==> config.mk <==
export PLATFORM = sky130hd
export DESIGN_NAME = timer_rst_seq_ctrl
export DESIGN_NICKNAME = d
export VERILOG_FILES = /design/src/rtl/timer_rst_seq_ctrl.sv
export SDC_FILE = /design/constraint.sdc
export NUM_CORES = 1
export LEC_CHECK = 0
export ABC_AREA = 1
export CAP_MARGIN = 20
export CELL_PAD_IN_SITES_DETAIL_PLACEMENT = 0
export CELL_PAD_IN_SITES_GLOBAL_PLACEMENT = 1
export CORE_MARGIN = 2
export CORE_UTILIZATION = 39
export DETAILED_ROUTE_END_ITERATION = 12
export PLACE_DENSITY_LB_ADDON = 0.1
export SLEW_MARGIN = 20
export SYNTH_ARGS = -nofsm -noshare
export SYNTH_HDL_FRONTEND = slang
export SYNTH_SLANG_ARGS = --single-unit
==> constraint.sdc <==
create_clock -name sys_clk -period 2 [get_ports sys_clk]
set_clock_uncertainty 0.15 [all_clocks]
set_input_delay 0.4 -clock sys_clk [delete_from_list [all_inputs] [get_ports sys_clk]]
set_output_delay 0.4 -clock sys_clk [all_outputs]
set_load 0.01 [all_outputs]
==> src/rtl/timer_rst_seq_ctrl.sv <==
// Reset sequencer for the timer IP: merges POR/SW/WDT reset requests, stretches
// the reset, then releases register bank, counter and interrupt logic in order.
module timer_rst_seq_ctrl #(
  parameter int CNT_W       = 8,
  parameter int STRETCH_CYC = 4,
  parameter int GAP_CYC     = 2
) (
  input  logic       sys_clk,
  input  logic       sys_resetn,
  input  logic       sw_rst_req,
  input  logic       wdt_rst_req,
  output logic       core_rstn,
  output logic       cnt_rstn,
  output logic       irq_rstn,
  output logic       clk_en,
  output logic       rst_busy,
  output logic       rst_done,
  output logic [1:0] rst_cause
);

  typedef enum logic [1:0] {
    HOLD,
    REL_CORE,
    REL_CNT,
    RUN
  } state_t;

  localparam logic [CNT_W-1:0] STRETCH_LAST = CNT_W'(STRETCH_CYC - 1);
  localparam logic [CNT_W-1:0] GAP_LAST     = CNT_W'(GAP_CYC - 1);
  localparam logic [CNT_W-1:0] CNT_ONE      = CNT_W'(1);

  localparam logic [1:0] CAUSE_POR = 2'b00;
  localparam logic [1:0] CAUSE_SW  = 2'b01;
  localparam logic [1:0] CAUSE_WDT = 2'b10;

  state_t           state, state_nxt;
  logic [CNT_W-1:0] cnt, cnt_nxt;
  logic             sw_prev, wdt_prev;
  logic             sw_edge, wdt_edge;
  logic [1:0]       cause_nxt;
  logic             done_nxt;

  assign sw_edge  = sw_rst_req  & ~sw_prev;
  assign wdt_edge = wdt_rst_req & ~wdt_prev;

  always_comb begin
    state_nxt = state;
    cnt_nxt   = cnt + CNT_ONE;
    cause_nxt = rst_cause;
    done_nxt  = 1'b0;
    unique case (state)
      HOLD: begin
        if (cnt == STRETCH_LAST) begin
          state_nxt = REL_CORE;
          cnt_nxt   = '0;
        end
      end
      REL_CORE: begin
        if (cnt == GAP_LAST) begin
          state_nxt = REL_CNT;
          cnt_nxt   = '0;
        end
      end
      REL_CNT: begin
        if (cnt == GAP_LAST) begin
          state_nxt = RUN;
          cnt_nxt   = '0;
          done_nxt  = 1'b1;
        end
      end
      RUN: begin
        // Counter is parked in RUN so it can never wrap while idle.
        cnt_nxt = '0;
        if (wdt_edge) begin
          state_nxt = HOLD;
          cause_nxt = CAUSE_WDT;
        end else if (sw_edge) begin
          state_nxt = HOLD;
          cause_nxt = CAUSE_SW;
        end
      end
      default: begin
        state_nxt = HOLD;
        cnt_nxt   = '0;
      end
    endcase
    // Watchdog restarts an in-flight sequence; a software edge there is dropped.
    if (state != RUN && wdt_edge) begin
      state_nxt = HOLD;
      cnt_nxt   = '0;
      cause_nxt = CAUSE_WDT;
      done_nxt  = 1'b0;
    end
  end

  // Outputs are registered from the next state so they change on the entry edge.
  always_ff @(posedge sys_clk) begin
    if (!sys_resetn) begin
      state     <= HOLD;
      cnt       <= '0;
      sw_prev   <= 1'b1;
      wdt_prev  <= 1'b1;
      core_rstn <= 1'b0;
      cnt_rstn  <= 1'b0;
      irq_rstn  <= 1'b0;
      clk_en    <= 1'b0;
      rst_busy  <= 1'b1;
      rst_done  <= 1'b0;
      rst_cause <= CAUSE_POR;
    end else begin
      state     <= state_nxt;
      cnt       <= cnt_nxt;
      sw_prev   <= sw_rst_req;
      wdt_prev  <= wdt_rst_req;
      core_rstn <= (state_nxt != HOLD);
      cnt_rstn  <= (state_nxt == REL_CNT) || (state_nxt == RUN);
      irq_rstn  <= (state_nxt == RUN);
      clk_en    <= (state_nxt == RUN);
      rst_busy  <= (state_nxt != RUN);
      rst_done  <= done_nxt;
      rst_cause <= cause_nxt;
    end
  end

endmodule

After elaboration in Yosys (flattened, before gate mapping)
Cells that the tools add are included.
{"block": "word_totals", "regBits": 19, "out_inout_bits": 8, "wordCells": 54}
{"block": "classes", "add_sub_neg": 1, "eq_ne": 9, "mux": 15, "bitwise_logic": 6, "n_reduce_logical": 12}
{"cell": "one-hot mux 8 bit (3 select lines)", "count": 1}
{"cell": "2-to-1 mux 2 bit", "count": 10}
{"cell": "2-to-1 mux 8 bit", "count": 2}
{"cell": "adder 8 x 1 -> 8 bit, second input constant", "count": 1}
{"cell": "equality test 2 bit, second input constant", "count": 4}
{"cell": "equality test 8 x 1 -> 1 bit, second input constant", "count": 1}
{"cell": "equality test 8 x 2 -> 1 bit, second input constant", "count": 1}
{"cell": "one-hot mux 2 bit (4 select lines)", "count": 1}
{"cell": "nonzero test 2 bit", "count": 3}
{"cell": "!= test 2 bit, second input constant", "count": 2}
{"cell": "NOT 1 bit", "count": 4}
{"cell": "AND reduction 2 bit", "count": 2}
{"cell": "OR reduction 2 bit", "count": 2}
{"cell": "nonzero test 3 bit", "count": 1}
{"cell": "OR reduction 3 bit", "count": 1}
{"cell": "bitwise AND 1 bit", "count": 2}
{"cell": "equality test 2 x 1 -> 1 bit, second input constant", "count": 1}
{"cell": "logical NOT 2 bit", "count": 1}
{"cell": "logical AND 1 bit", "count": 1}
{"cell": "logical OR 1 bit", "count": 1}
{"cell": "2-to-1 mux 1 bit", "count": 1}

Logic depth before layout (Yosys ltp)
{"block": "depth", "word_depth": 8, "mapped_depth": 9}

Worst setup path after synthesis
Ideal clock, no wire load.
{"block": "synth_path", "path_kind": "reg2reg", "startpoint": "register state[0]", "endpoint": "register core_rstn", "setup_time_ns": 0.114, "arrival_ns": 1.133, "required_ns": 1.736, "setup_slack_ns": 0.603, "path_stages_with_launch": 9, "period_less_slack_ns": 1.397, "path_cell_list": "dfxtp_1 -> ha_1 -> or2_1 -> nand2_1 -> inv_1 -> nand2_1 -> inv_1 -> nand2_2 -> nand2_1"}
{"block": "synth_via", "elab_chain_len": 5}
{"element": "start: declaration", "line": "36", "rtl": "state_t state, state_nxt;"}
{"element": "start signal: assignment", "line": "111", "rtl": "state <= state_nxt;"}
{"element": "2-to-1 mux 2 bit", "line": "77", "rtl": "end else if (sw_edge) begin"}
{"element": "2-to-1 mux 2 bit", "line": "74", "rtl": "if (wdt_edge) begin"}
{"element": "one-hot mux 2 bit (4 select lines)", "line": "51", "rtl": "unique case (state)"}
{"element": "2-to-1 mux 2 bit *", "line": "88", "rtl": "if (state != RUN && wdt_edge) begin"}
{"element": "nonzero test 2 bit *", "line": "115", "rtl": "core_rstn <= (state_nxt != HOLD);"}
{"element": "end signal: assignment", "line": "115"}
{"element": "end: declaration", "line": "12", "rtl": "output logic core_rstn,"}
Mark *: on every way between the ends. The rest lies on a longest branch, timed or not.
A chain may end at the register's enable or synchronous reset.

Worst setup path after layout
{"block": "layout_path", "startpoint": "register rst_cause[1]", "endpoint": "output port rst_cause[1]"}
{"element": "start: declaration", "line": "18", "rtl": "output logic [1:0] rst_cause"}
{"element": "start signal: assignment", "line": "121", "rtl": "rst_cause <= cause_nxt;"}
No word-level cell between the ends.

==> results.yml <==
floorplanning:
  pin_count: 12
  die_w_um: 54.2
  fp.dieH_um: 54.2
  die-area_mm2: 0.00293
  coreArea_mm2: 0.00243
  start_util: 0.403
  rows: 18
sta:
  drv_slew: 0
  setup_violations: 0
  finalHoldViolCount: 0
  tns_ns: 0
  fin_crit_sh: 0.864
  setup_slack_ns: 0.273
  finalCriticalPeriod_ns: 1.73
  tightest_slew_ns: 0.246
  rsz0062_at_grt: "no"
  fmax_mhz: 579
  max_slew_margin: 0.836
  whs_ns: 0.307
critical_path:
  cp-endpoint: "rst_cause[1]"
  path_cells: "clkdlybuf4s50_1"
  crit_start: "rst_cause[1]$_SDFFE_PN0P_"
  crit_fanout: 2
  r2r-start: "state[0]$_SDFF_PN0_"
  rr_worst_depth: 8
  arrival_ns: 1.18
  critPathRequiredTime_ns: 1.45
  critPathKind: "reg -> out"
  critPathMaxStageDelay_ns: 0.53
  critPathLaunchType: "flop"
  crit_path_end_kind: "primary output"
  rrSetupSlack_ns: 0.43
  regToRegEndpoint: "rst_busy$_SDFF_PN1_"
  cp.depth: 1
  cp_slowest_cell: "clkdlybuf4s50_1"
  cpLargestDelayFamily: "buffers and inverters"
  cp_num_buf_inv: 1
drt:
  vias: 721
  detail_route.wl_per_cell_um: 9.49
  drc: 0
  ant_nets: 0
  drt_iter0_markers: 6
  dr.pass1.iters: 3
  wirelength_mm: 1.56
  viasPerCell: 4.40
global_routing:
  top_usage_layer: "met2"
  grt_pass1_vias: 652
  grtUsageMet1: 0.179
  grt_max_degree: 12
  antenna_found_initial: 0
  grt_pass1_wl_mm: 2.82
  gr-usage-met3: 0.0583
  gr-total-overflow: 0
  track_usage: 0.138
  met2_usage: 0.203
yosys:
  ys_seq_elements: 19
  netlist_instances: 120
  avgSynthCellArea_um2: 8.17
  synth_edf_count: 0
  ys_types: 26
  synthArstFlopShare: 0
  netlist_area_um2: 981
  seq_area_frac_synth: 0.388
  synth.net_count: 130
  synth_ff_type: "dfxtp_1"
  yosysWarningCount: 0
placement:
  io_buffer_count: 11
  dp_slack_ns: 0.104
  dp.cells: 160
  hpwl_mm: 1.23
  gp_congestion: 0.846
cts:
  root_buffer: "clkbuf_4"
  numCtsBuffers: 3
  cts_tree: "built"
  hold_buffers: 0
  post-cts-setup-buffer-count: 0
  clock-sinks: 19
  cts_htree_levels: 1
  cts_max_path_buffers: 2
  cts.repair.resized: 0
  clk_pin_slew_ns: 0.11
  insertion_delay_ns: 0.30
cells_and_area:
  drive_gt1_frac: 0.224
  num-fill-cells: 241
  insertedDiodeCount: 0
  fin_cells: 164
  area_growth_pct: 17.1
  final_nets: 145
pwr:
  ir_drop_mv: 0.527
  power_density_mw_per_mm2: 1100
  finalPower_uw: 1260
  p_leak_uw: 0.000519
run:
  cap_violations: 0
outcome:
  status: "complete, no violations"
min_path:
  whs_path_depth: 2
  hold_path.class: "reg -> reg"
## worst min-delay path by stage
stage                              startpoint  slack, ns                        end
global placement    rst_cause[0]$_SDFFE_PP0P_       0.29  rst_cause[0]$_SDFFE_PP0P_
detailed placement  rst_cause[0]$_SDFFE_PP0P_       0.30  rst_cause[0]$_SDFFE_PP0P_
CTS                 rst_cause[0]$_SDFFE_PP0P_       0.31  rst_cause[0]$_SDFFE_PP0P_
global route        rst_cause[1]$_SDFFE_PN0P_       0.34  rst_cause[1]$_SDFFE_PN0P_
finish              rst_cause[0]$_SDFFE_PP0P_       0.31  rst_cause[0]$_SDFFE_PP0P_
floorplan                   cnt[0]$_SDFF_PP0_       0.29          cnt[0]$_SDFF_PP0_
## placed cells by master (no fill, tap or decap)
cell and instances:
dfxtp_1 19, or2_1 1, inv_2 2, xnor2_1 1, ha_1 6, a21oi_1 3
and3_1 1, xor2_1 3, nand4_2 1, nor3_1 1, nand2_1 19, nand2_4 1
clkdlybuf4s50_1 11, nand3_4 1, or2_2 2, nor2_2 4, nand2_2 5, o21ai_1 2
nor3_2 2, o21ai_0 1, clkinv_2 1, nor2_1 10, clkbuf_4 3, inv_1 21
nor2_4 2, nor3b_2 1, nand3_1 5, nand3_2 5
## power breakdown
group | switching [uW] | internal, uW | total (uW)
registers | 57.1 | 449 | 506
logic | 321 | 237 | 558
clock network | 122 | 74.7 | 196
## flip-flops by register name, summed over array words and instances (netlist names)
register / cells
sw_prev: 1
rst_done: 1
clk_en: 1
rst_busy: 1
rst_cause: 2
cnt_rstn: 1
core_rstn: 1
state: 2
wdt_prev: 1
cnt: 8
## cell families (layout without fill, tap and decap cells)
kind of cell / after synthesis / in the layout / synth area share
adders and majority gates: 6 / 6 / 0.0765
xor gates and xnor gates: 4 / 4 / 0.0357
AOI/OAI and AO/OA: 6 / 6 / 0.0306
and+or+nand+nor: 61 / 61 / 0.374
DFF: 19 / 19 / 0.388
buffers and inverters: 24 / 38 / 0.0957
## cell type report
| cell class | count | area, um2 | share of cell area |
|---|---|---|---|
| inverters | 23 | 86.3 | 0.0752 |
| well taps | 30 | 37.5 | 0.0327 |
| flip-flops and latches | 19 | 380 | 0.331 |
| clock inverters | 1 | 5.00 | 0.00436 |
| multi-input cells | 77 | 507 | 0.441 |
| clock buffers | 3 | 22.5 | 0.0196 |
| repair buffers | 11 | 110 | 0.0959 |
## layer usage
metal,vias up,routed length [um]
met3,5,74
met1,313,783
met4,0,24
li1,393,-
met5,-,0
met2,10,674
## synth_stat cells, types with 2 or more instances
| cell type | n | area (um2) |
|---|---|---|
| inv_1 | 21 | 78.8 |
| dfxtp_1 | 19 | 380 |
| nand2_1 | 19 | 71.3 |
| nor2_1 | 10 | 37.5 |
| ha_1 | 6 | 75.1 |
| nand2_2 | 5 | 31.3 |
| nand3_1 | 5 | 25.0 |
| nand3_2 | 5 | 50.1 |
| nor2_2 | 4 | 25.0 |
| a21oi_1 | 3 | 15.0 |
| xor2_1 | 3 | 26.3 |
| inv_2 | 2 | 7.51 |
| nor2_4 | 2 | 22.5 |
| nor3_2 | 2 | 20.0 |
| o21ai_1 | 2 | 10.0 |
| or2_2 | 2 | 12.5 |
## stage by stage
step	area [um2]	util
6_report	1150	0.472
5_1_grt	1150	0.472
4_1_cts	1150	0.472
3_5_place_dp	1120	0.461
3_3_place_gp	1120	0.461
2_1_floorplan	981	-
(Power assumes the default switching activity.)
